[src/rtl/cpu_pkg.sv]
// Shared CPU types: load-type codes, writeback FSM
// encoding and the captured-instruction bundle.
package cpu_pkg;

  typedef enum logic [2:0] {
    LT_LW  = 3'd0,
    LT_LB  = 3'd1,
    LT_LBU = 3'd2,
    LT_LH  = 3'd3,
    LT_LHU = 3'd4,
    LT_LWL = 3'd5,
    LT_LWR = 3'd6
  } load_type_e;

  typedef enum logic [1:0] {
    S_EMPTY = 2'd0,
    S_WAIT  = 2'd1,
    S_READY = 2'd2,
    S_DRAIN = 2'd3
  } wb_state_e;

  typedef struct packed {
    logic        is_load;
    logic        is_mem;
    load_type_e  ltype;
    logic [1:0]  addr_low;
    logic [31:0] rt;
    logic [4:0]  dest;
    logic [31:0] result;
  } wb_entry_t;

endpackage

[src/rtl/load_align.sv]
// Load data alignment: extracts and extends the
// addressed byte/halfword, or merges for LWL/LWR.
module load_align
  import cpu_pkg::*;
(
  input  load_type_e  ltype,
  input  logic [1:0]  off,
  input  logic [31:0] rdata,
  input  logic [31:0] rt,
  output logic [31:0] value
);

  logic [7:0]  byte_v;
  logic [15:0] half_v;

  // Select addressed byte and halfword
  always_comb begin
    byte_v = rdata[8*off +: 8];
    half_v = off[1] ? rdata[31:16] : rdata[15:0];
  end

  // Extend or merge by load type
  always_comb begin
    value = rdata;
    unique case (ltype)
      LT_LB:  value = {{24{byte_v[7]}}, byte_v};
      LT_LBU: value = {24'h0, byte_v};
      LT_LH:  value = {{16{half_v[15]}}, half_v};
      LT_LHU: value = {16'h0, half_v};
      LT_LWL: begin
        unique case (off)
          2'd0: value = {rdata[7:0], rt[23:0]};
          2'd1: value = {rdata[15:0], rt[15:0]};
          2'd2: value = {rdata[23:0], rt[7:0]};
          default: value = rdata;
        endcase
      end
      LT_LWR: begin
        unique case (off)
          2'd1: value = {rt[31:24], rdata[31:8]};
          2'd2: value = {rt[31:16], rdata[31:16]};
          2'd3: value = {rt[31:8], rdata[31:24]};
          default: value = rdata;
        endcase
      end
      default: value = rdata;
    endcase
  end

endmodule

[src/rtl/writeback_stage.sv]
// Writeback stage: holds one instruction, waits for
// load/store response, then retires for one cycle.
module writeback_stage
  import cpu_pkg::*;
#(
  parameter int PC_W = 32
) (
  input  logic            clk,
  input  logic            resetn,
  input  logic            in_valid,
  output logic            in_ready,
  input  logic            in_mem_req,
  input  logic            in_is_load,
  input  logic [2:0]      in_load_type,
  input  logic [1:0]      in_addr_low,
  input  logic [31:0]     in_rt_value,
  input  logic [4:0]      in_dest,
  input  logic [31:0]     in_result,
  input  logic [PC_W-1:0] in_pc,
  input  logic            flush,
  input  logic            data_ok,
  input  logic [31:0]     data_rdata,
  output logic            wb_valid,
  output logic            rf_wen,
  output logic [4:0]      rf_waddr,
  output logic [31:0]     rf_wdata,
  output logic [PC_W-1:0] wb_pc
);

  wb_state_e       state_q, state_d;
  wb_entry_t       ent_q, ent_d;
  logic [PC_W-1:0] pc_q, pc_d;
  logic [31:0]     rdata_q, rdata_d;
  logic            cap;
  logic            ready;
  logic [31:0]     ld_val;

  load_align u_align (
    .ltype (ent_q.ltype),
    .off   (ent_q.addr_low),
    .rdata (rdata_q),
    .rt    (ent_q.rt),
    .value (ld_val)
  );

  // Next state, capture and response latching
  always_comb begin
    state_d  = state_q;
    ent_d    = ent_q;
    pc_d     = pc_q;
    rdata_d  = rdata_q;
    in_ready = (state_q == S_EMPTY) ||
               (state_q == S_READY);
    cap      = in_valid & in_ready & ~flush;
    unique case (state_q)
      S_EMPTY, S_READY: begin
        if (cap)
          state_d = in_mem_req ? S_WAIT : S_READY;
        else
          state_d = S_EMPTY;
      end
      S_WAIT: begin
        if (flush) begin
          state_d = data_ok ? S_EMPTY : S_DRAIN;
        end else if (data_ok) begin
          state_d = S_READY;
          rdata_d = data_rdata;
        end
      end
      S_DRAIN: begin
        if (data_ok)
          state_d = S_EMPTY;
      end
      default: state_d = S_EMPTY;
    endcase
    if (cap) begin
      ent_d.is_load  = in_is_load;
      ent_d.is_mem   = in_mem_req;
      ent_d.ltype    = load_type_e'(in_load_type);
      ent_d.addr_low = in_addr_low;
      ent_d.rt       = in_rt_value;
      ent_d.dest     = in_dest;
      ent_d.result   = in_result;
      pc_d           = in_pc;
    end
  end

  // Retirement outputs, zero outside READY
  always_comb begin
    ready    = (state_q == S_READY);
    wb_valid = ready & ~flush;
    rf_wen   = ready & ~flush &
               (ent_q.is_load | ~ent_q.is_mem) &
               (ent_q.dest != 5'd0);
    rf_waddr = ready ? ent_q.dest : 5'd0;
    wb_pc    = ready ? pc_q : '0;
    rf_wdata = 32'h0;
    if (ready)
      rf_wdata = ent_q.is_load ? ld_val
                               : ent_q.result;
  end

  // State and captured-instruction registers
  always_ff @(posedge clk or negedge resetn) begin
    if (!resetn) begin
      state_q <= S_EMPTY;
      ent_q   <= '0;
      pc_q    <= '0;
      rdata_q <= '0;
    end else begin
      state_q <= state_d;
      ent_q   <= ent_d;
      pc_q    <= pc_d;
      rdata_q <= rdata_d;
    end
  end

endmodule

[config.mk]
export PLATFORM = sky130hd
export DESIGN_NAME = writeback_stage
export DESIGN_NICKNAME = d
export VERILOG_FILES = /design/src/rtl/cpu_pkg.sv /design/src/rtl/load_align.sv /design/src/rtl/writeback_stage.sv
export SDC_FILE = /design/constraint.sdc
export NUM_CORES = 1
export LEC_CHECK = 0
export ABC_AREA = 1
export CELL_PAD_IN_SITES_DETAIL_PLACEMENT = 1
export CELL_PAD_IN_SITES_GLOBAL_PLACEMENT = 2
export CORE_UTILIZATION = 28
export DETAILED_ROUTE_END_ITERATION = 10
export GPL_TIMING_DRIVEN = 0
export PLACE_DENSITY_LB_ADDON = 0.25
export SYNTH_ARGS = -nofsm -noshare
export SYNTH_HDL_FRONTEND = slang
export SYNTH_SLANG_ARGS = --single-unit
[constraint.sdc]
create_clock -name clk -period 3.29 [get_ports clk]
set_clock_uncertainty 0.05 [all_clocks]
set_input_delay 0.4935 -clock clk [delete_from_list [all_inputs] [get_ports clk]]
set_output_delay 0.4935 -clock clk [all_outputs]
set_load 0.05 [all_outputs]
==> flow_summary.yaml, run 1 <==
final_layout:
  finalInstanceArea_um2: 11500
  instances_no_fill: 1885
  fillers: 3660
  post_route_cells_drive_above_1_share_pct: 7.86
  antenna_cells_inserted: 0
  finish.utilization_pct: 40.0
  nets: 1633
  flow.area_growth_from_synthesis_pct: 40.1
yosys:
  post_synth_arst_share_pct: 100
  synth_compound_area_share_pct: 16.1
  synth_warnings: 0
  synth.avg_cell_area_um2: 6.59
  synth.net_count: 1396
  synthDistinctLibCells: 21
  synth_simple_gate_area_share_pct: 32.6
  synth_commonest_cells: "445 x sky130_fd_sc_hd__nand2_1, 175 x sky130_fd_sc_hd__nor2_1, 142 x sky130_fd_sc_hd__dfrtp_1"
  yosys-top-cells-area: "sky130_fd_sc_hd__dfrtp_1 43%, sky130_fd_sc_hd__nand2_1 20%, sky130_fd_sc_hd__nor2_1 8.0%, sky130_fd_sc_hd__a21oi_1 7.3%, sky130_fd_sc_hd__o21ai_0 6.5%"
  synthesized_area_fraction_occupied_by_xor_and_xnor_cells_pct: 0
  synth_area_leader_cell: "sky130_fd_sc_hd__dfrtp_1"
  synth.ff_latch_count: 142
  main_combinational_cell_family_by_area_after_synthesis: "simple AND/OR/NAND/NOR gates"
  yosysMostFrequentCell: "sky130_fd_sc_hd__nand2_1"
  synth_adder_area_share_pct: 0
  synthMuxAreaShare_pct: 0
  synthesis.area_um2: 8240
  synth_enable_flop_cells: 0
  netlist_instances: 1251
  ys_seq_area_share_pct: 43.1
  netlist.area_leader.share_pct: 43.1
  synth-main-ff-cell: "sky130_fd_sc_hd__dfrtp_1"
placement:
  place.gp.congestion: 0.943
  post-dp-hpwl_mm: 27.6
  dp_worst_setup_slack_ps: -95.7
  place.detailed.instances: 1852
  dpl-instance-area_um2: 10900
  io_buffer_count: 216
power_and_ir_drop:
  power.share.combinational_pct: 37.3
  p_clk_share_pct: 29.8
  intPower_mw: 4.14
  power_switching_mw: 3.07
  share_seq_of_total_power_pct: 32.9
  vdd.ir_drop.worst_mv: 0.372
  overall_power_after_layout_mw: 7.22
  p_leak_nw: 5.96
  power_dens_cells_nw_per_um2: 625
  sw_frac_of_total_pct: 42.6
worst_setup_path:
  regToRegSetupSlack_ps: 930
  required_time_worst_endpoint_ps: 2750
  cp-start-kind: "register"
  crit_fanout: 10
  bufs_and_invs_on_worst_path: 4
  worst_path_most_repeated_cell: "sky130_fd_sc_hd__a21oi_1"
  critical_path.top_delay_family: "buffers and inverters"
  worst_path_cell_chain: "inv_1 > buf_4 > clkbuf_2 > a21oi_1 > o21ai_0 > nand2_1 > o21ai_1 > a21oi_1 > clkdlybuf4s15_2"
  arrival_ps: 2690
  worstRegToRegCells: 7
  criticalPathCategory: "reg -> out"
  critical_path_cell_count: 9
  critical_path.slowest_cell: "sky130_fd_sc_hd__dfrtp_1"
  crit_end_element: "output port"
  crit_path_max_incr_delay_ps: 410
clock_tree:
  cts_tree: "yes"
  clock_tree.htree_level_count: 4
  clockRootBuffer: "sky130_fd_sc_hd__clkbuf_16"
  cts_post_setup_buffers_inserted: 0
  cts.path.max_buffers: 2
  tritoncts.num_buffers: 17
  clock_insertion_delay_worst_skew_ps: 450
  clock-sinks: 142
  clkSlewWorstSetupHoldPaths_ps: 70
floorplan:
  die_height_um: 174
  ioPinCount: 217
  die_width_um: 174
  floorplan.core_area_um2: 28900
  design.die.area_um2: 30100
  floorplan.initialDensity_pct: 28.6
  number_of_rows_in_the_core_area: 62
route:
  route.detailed.wl_per_inst_um: 19.1
  viasPerCell: 4.84
  ant_nets: 0
  drt-total-wl_mm: 36.1
  detail_route.iter0.violations: 572
  first_pass_iters: 5
  drt_drc: 0
  vias: 9128
global_routing:
  wire_length_of_the_first_global_routing_pass_mm: 56.3
  grt_antenna_before_repair: 0
  globalRoute.totalOverflow: 0
  first_global_vias: 9631
  total_routing_usage_gr_pct: 24.6
  largest_net_degree_at_the_start_of_global_routing: 85
timing:
  final-max-slew-violation-count: 0
  rsz_0062_raised_after_global_routing: "true"
  worst_hold_slack_ps: 426
  setup_total_negative_slack_ps: 0
  worst_max_slew_pin_slew_ps: 963
  max_clock_freq_ghz: 0.310
  timing.final.crit_share_pct: 98.2
  final.min_clock_period_ps: 3230
  hold_viol: 0
  setup_slack_ps: 60.1
  max-slew-margin-rel_pct: 35.8
  finalSetupViolations: 0
min_path:
  timing.hold.worst_path_depth: 2
  min_path_type: "reg -> reg"
job:
  max_cap_viol_count: 0
status:
  run_status: "complete, no violations"
==> final timing paths <==
path | start | endpoint
min in group asynchronous | resetn | ent_q[51]$_DFFE_PN0P_
hold reg to reg | ent_q[41]$_DFFE_PN0P_ | ent_q[41]$_DFFE_PN0P_
setup reg to reg | state_q[0]$_DFFE_PN0P_ | ent_q[56]$_DFFE_PN0P_
hold / removal | ent_q[41]$_DFFE_PN0P_ | ent_q[41]$_DFFE_PN0P_
setup / recovery | ent_q[69]$_DFFE_PN0P_ | rf_wdata[16]
max in group asynchronous | resetn | ent_q[68]$_DFFE_PN0P_
==> repair_timing <==
action	CTS	global route
setup endpoints to repair	70	56
gates cloned	0	0
resized for setup	88	76
endpoints found under the hold margin	5	0
hold buffers	1	0
==> registers in the layout, summed over array words and instances, names as in the netlist <==
name / count
ent_q: 76
pc_q: 32
rdata_q: 32
state_q: 2
==> area by class of cell <==
type                       count  area, um^2  area share, %
sequential                   142        3550           30.8
clock inverter                14         194           1.68
buffer                        74         348           3.01
tap                          384         480           4.16
timing repair buffer         218        2160           18.7
clock buffer                  18         439           3.80
multi-input combinational    942        4020           34.8
inverter                      93         349           3.02
==> worst min-delay path, delay by kind of cell, from the launching register on <==
family           cells  cell delay (ps)
AND/OR/NAND/NOR      2              100
flip-flops           1              340
==> metal layers <==
metal	GRT usage [%]	wire length, um
met5	0	0
met4	7.23	844
met3	6.07	2540
met2	40.5	16800
met1	32.0	15900
==> logic make-up (layout without fill, tap and decap cells) <==
kind of cell | count (synthesis) | in the layout
compound gates | 256 | 256
buf+inv | 167 | 417
flops | 142 | 142
simple gates | 686 | 686
==> power by group through the flow <==
stage	Combinational (mW)	Clock, mW	Sequential (mW)
global placement	2.67	0	2.40
floorplan	1.63	0	2.27
detailed placement	2.70	0	2.40
CTS	2.69	2.20	2.38
global route	2.95	2.26	2.42
finish	2.69	2.15	2.38
==> cell usage in the layout, fill, tap and decap left out, drive strengths merged <==
cell type	instances
clkdlybuf4s15	12
buf	30
dfrtp	142
clkinv	3
bufinv	3
o21a	2
o21ai	118
dlygate4sd3	1
nor4	1
o21bai	7
dlymetal6s2s	25
clkbuf	84
nand3	53
clkdlybuf4s50	145
dlygate4sd2	13
clkinvlp	2
nor2	177
inv	99
nand2	448
a21oi	121
o211ai	8
nand4	7
Power figures use the tool's default switching activity.
==> run 2: changes to the inputs <==
- CAP_MARGIN: default -> 25
==> flow_summary.yaml, run 2 (same netlist as run 1, synthesis figures left out) <==
worst_setup_path:
  capture_instance_of_the_worst_register_to_register_path: "ent_q[56]$_DFFE_PN0P_"
  critical_path.slowest_cell: "sky130_fd_sc_hd__dfrtp_1"
  arrival_ps: 2690
  rr_startpoint: "state_q[0]$_DFFE_PN0P_"
  worstRegToRegCells: 7
  crit_end_element: "output port"
  cp-start-kind: "register"
  criticalPathCategory: "reg -> out"
  crit_fanout: 10
  worst_path_most_repeated_cell: "sky130_fd_sc_hd__a21oi_1"
  critical_path.top_delay_family: "buffers and inverters"
  required_time_worst_endpoint_ps: 2750
  regToRegSetupSlack_ps: 930
  crit_path_max_incr_delay_ps: 410
  bufs_and_invs_on_worst_path: 4
  worst_path_cell_chain: "inv_1 > buf_4 > clkbuf_2 > a21oi_1 > o21ai_0 > nand2_1 > o21ai_1 > a21oi_1 > clkdlybuf4s15_2"
placement:
  dpl-instance-area_um2: 10900
  io_buffer_count: 216
  place.gp.congestion: 0.943
  place.detailed.instances: 1852
  post-dp-hpwl_mm: 27.6
timing:
  worst_max_slew_pin_slew_ps: 963
  worst_hold_slack_ps: 426
  max_clock_freq_ghz: 0.310
  hold_viol: 0
  finalSetupViolations: 0
  final-max-slew-violation-count: 0
  final.min_clock_period_ps: 3230
  rsz_0062_raised_after_global_routing: "true"
  max-slew-margin-rel_pct: 35.8
  timing.final.crit_share_pct: 98.2
floorplan:
  design.die.area_um2: 30100
  floorplan.core_area_um2: 28900
  number_of_rows_in_the_core_area: 62
  die_height_um: 174
  die_width_um: 174
  floorplan.initialDensity_pct: 28.6
  ioPinCount: 217
route:
  detail_route.iter0.violations: 572
  vias: 9128
  route.detailed.wl_per_inst_um: 19.1
  drt_drc: 0
  first_pass_iters: 5
  drt-total-wl_mm: 36.1
  ant_nets: 0
  viasPerCell: 4.84
clock_tree:
  clkSlewWorstSetupHoldPaths_ps: 70
  tritoncts.num_buffers: 17
  cts_post_setup_buffers_inserted: 0
  cts.path.max_buffers: 2
  cts_tree: "yes"
  clock_insertion_delay_worst_skew_ps: 450
  clock_tree.htree_level_count: 4
  clockRootBuffer: "sky130_fd_sc_hd__clkbuf_16"
  clock-sinks: 142
job:
  max_cap_viol_count: 0
global_routing:
  globalRoute.totalOverflow: 0
  grt_antenna_before_repair: 0
  largest_net_degree_at_the_start_of_global_routing: 85
  wire_length_of_the_first_global_routing_pass_mm: 56.3
  first_global_vias: 9631
  total_routing_usage_gr_pct: 24.6
final_layout:
  largest_register_by_flop_count: "ent_q"
  finalInstanceArea_um2: 11500
  flow.area_growth_from_synthesis_pct: 40.1
  mostFrequentLayoutCells: "444 x sky130_fd_sc_hd__nand2_1, 173 x sky130_fd_sc_hd__nor2_1, 145 x sky130_fd_sc_hd__clkdlybuf4s50_1"
  finish.utilization_pct: 40.0
  antenna_cells_inserted: 0
  post_route_cells_drive_above_1_share_pct: 7.86
  instances_no_fill: 1885
  largest_reg_flops: 76
  nets: 1633
  most_common_library_cell_in_the_layout_ignoring_fill_and_taps: "sky130_fd_sc_hd__nand2_1"
  biggestRegsByFlops: "ent_q x76, pc_q x32, rdata_q x32"
power_and_ir_drop:
  vdd.ir_drop.worst_mv: 0.372
  overall_power_after_layout_mw: 7.22
  power_dens_cells_nw_per_um2: 625
  p_leak_nw: 5.96
min_path:
  timing.hold.worst_path_depth: 2
  min_from: "ent_q[41]$_DFFE_PN0P_"
  hold_path_end: "ent_q[41]$_DFFE_PN0P_"
  min_path_type: "reg -> reg"
status:
  run_status: "complete, no violations"
run 2: timing repair:
action,CTS,global route
setup endpoints to repair,70,56
hold buffers,1,0
cloned,0,0
gates resized for setup,88,76
endpoints found under the hold margin,5,0
run 2: layer usage:
layer	vias to the layer above	track usage, %	wire, um
met5	-	0	0
met4	0	7.23	844
met3	51	6.07	2540
met2	283	40.5	16800
met1	4364	32.0	15900
li1	4430	-	-
run 2: worst max path at each step:
| stage | start | end | slack [ps] | cells past startpoint |
|---|---|---|---|---|
| floorplan | state_q[0]$_DFFE_PN0P_ | rf_wen | 300 | 5 |
| global placement | resetn | pc_q[22]$_DFFE_PN0P_ | -4580 | 1 |
| detailed placement | ent_q[70]$_DFFE_PN0P_ | rf_wdata[8] | -100 | 10 |
| CTS | ent_q[69]$_DFFE_PN0P_ | rf_wdata[8] | -60 | 12 |
| global route | ent_q[70]$_DFFE_PN0P_ | rf_wdata[14] | -80 | 10 |
| finish | ent_q[69]$_DFFE_PN0P_ | rf_wdata[16] | 60 | 9 |
run 2: cell type report:
type | count | area [um^2]
Timing Repair Buffer | 218 | 2160
Tap cell | 384 | 480
Sequential cell | 142 | 3550
Inverter | 93 | 349
Clock buffer | 18 | 439
Buffer | 74 | 348
Fill cell | 3660 | 17300
Clock inverter | 14 | 194
Multi-Input combinational cell | 942 | 4020
run 2: per-stage QoR:
step                      setup TNS [ps]  worst slack [ps]
final                                  0              60.1
after CTS                          -61.7             -61.7
after floorplan                        0               299
after global placement           -647900             -4580
after global routing               -90.9             -83.2
after detailed placement            -419             -95.7
run 2: report_power, final:
part           total (mW)  switching, mW  internal (mW)  leakage (nW)
Sequential           2.38          0.284           2.09          1.70
Clock                2.15          0.903           1.25         0.306
Combinational        2.69           1.89          0.806          3.96
Total                7.22           3.07           4.14          5.96
run 2: worst reg2reg max path: stages (launching register included):
cell and delay [ps]:
sky130_fd_sc_hd__dfrtp_1 420, sky130_fd_sc_hd__inv_1 110, sky130_fd_sc_hd__nand3_1 120, sky130_fd_sc_hd__inv_2 160, sky130_fd_sc_hd__clkbuf_1 740, sky130_fd_sc_hd__clkbuf_1 470, sky130_fd_sc_hd__nand2_1 120, sky130_fd_sc_hd__nand2_1 80
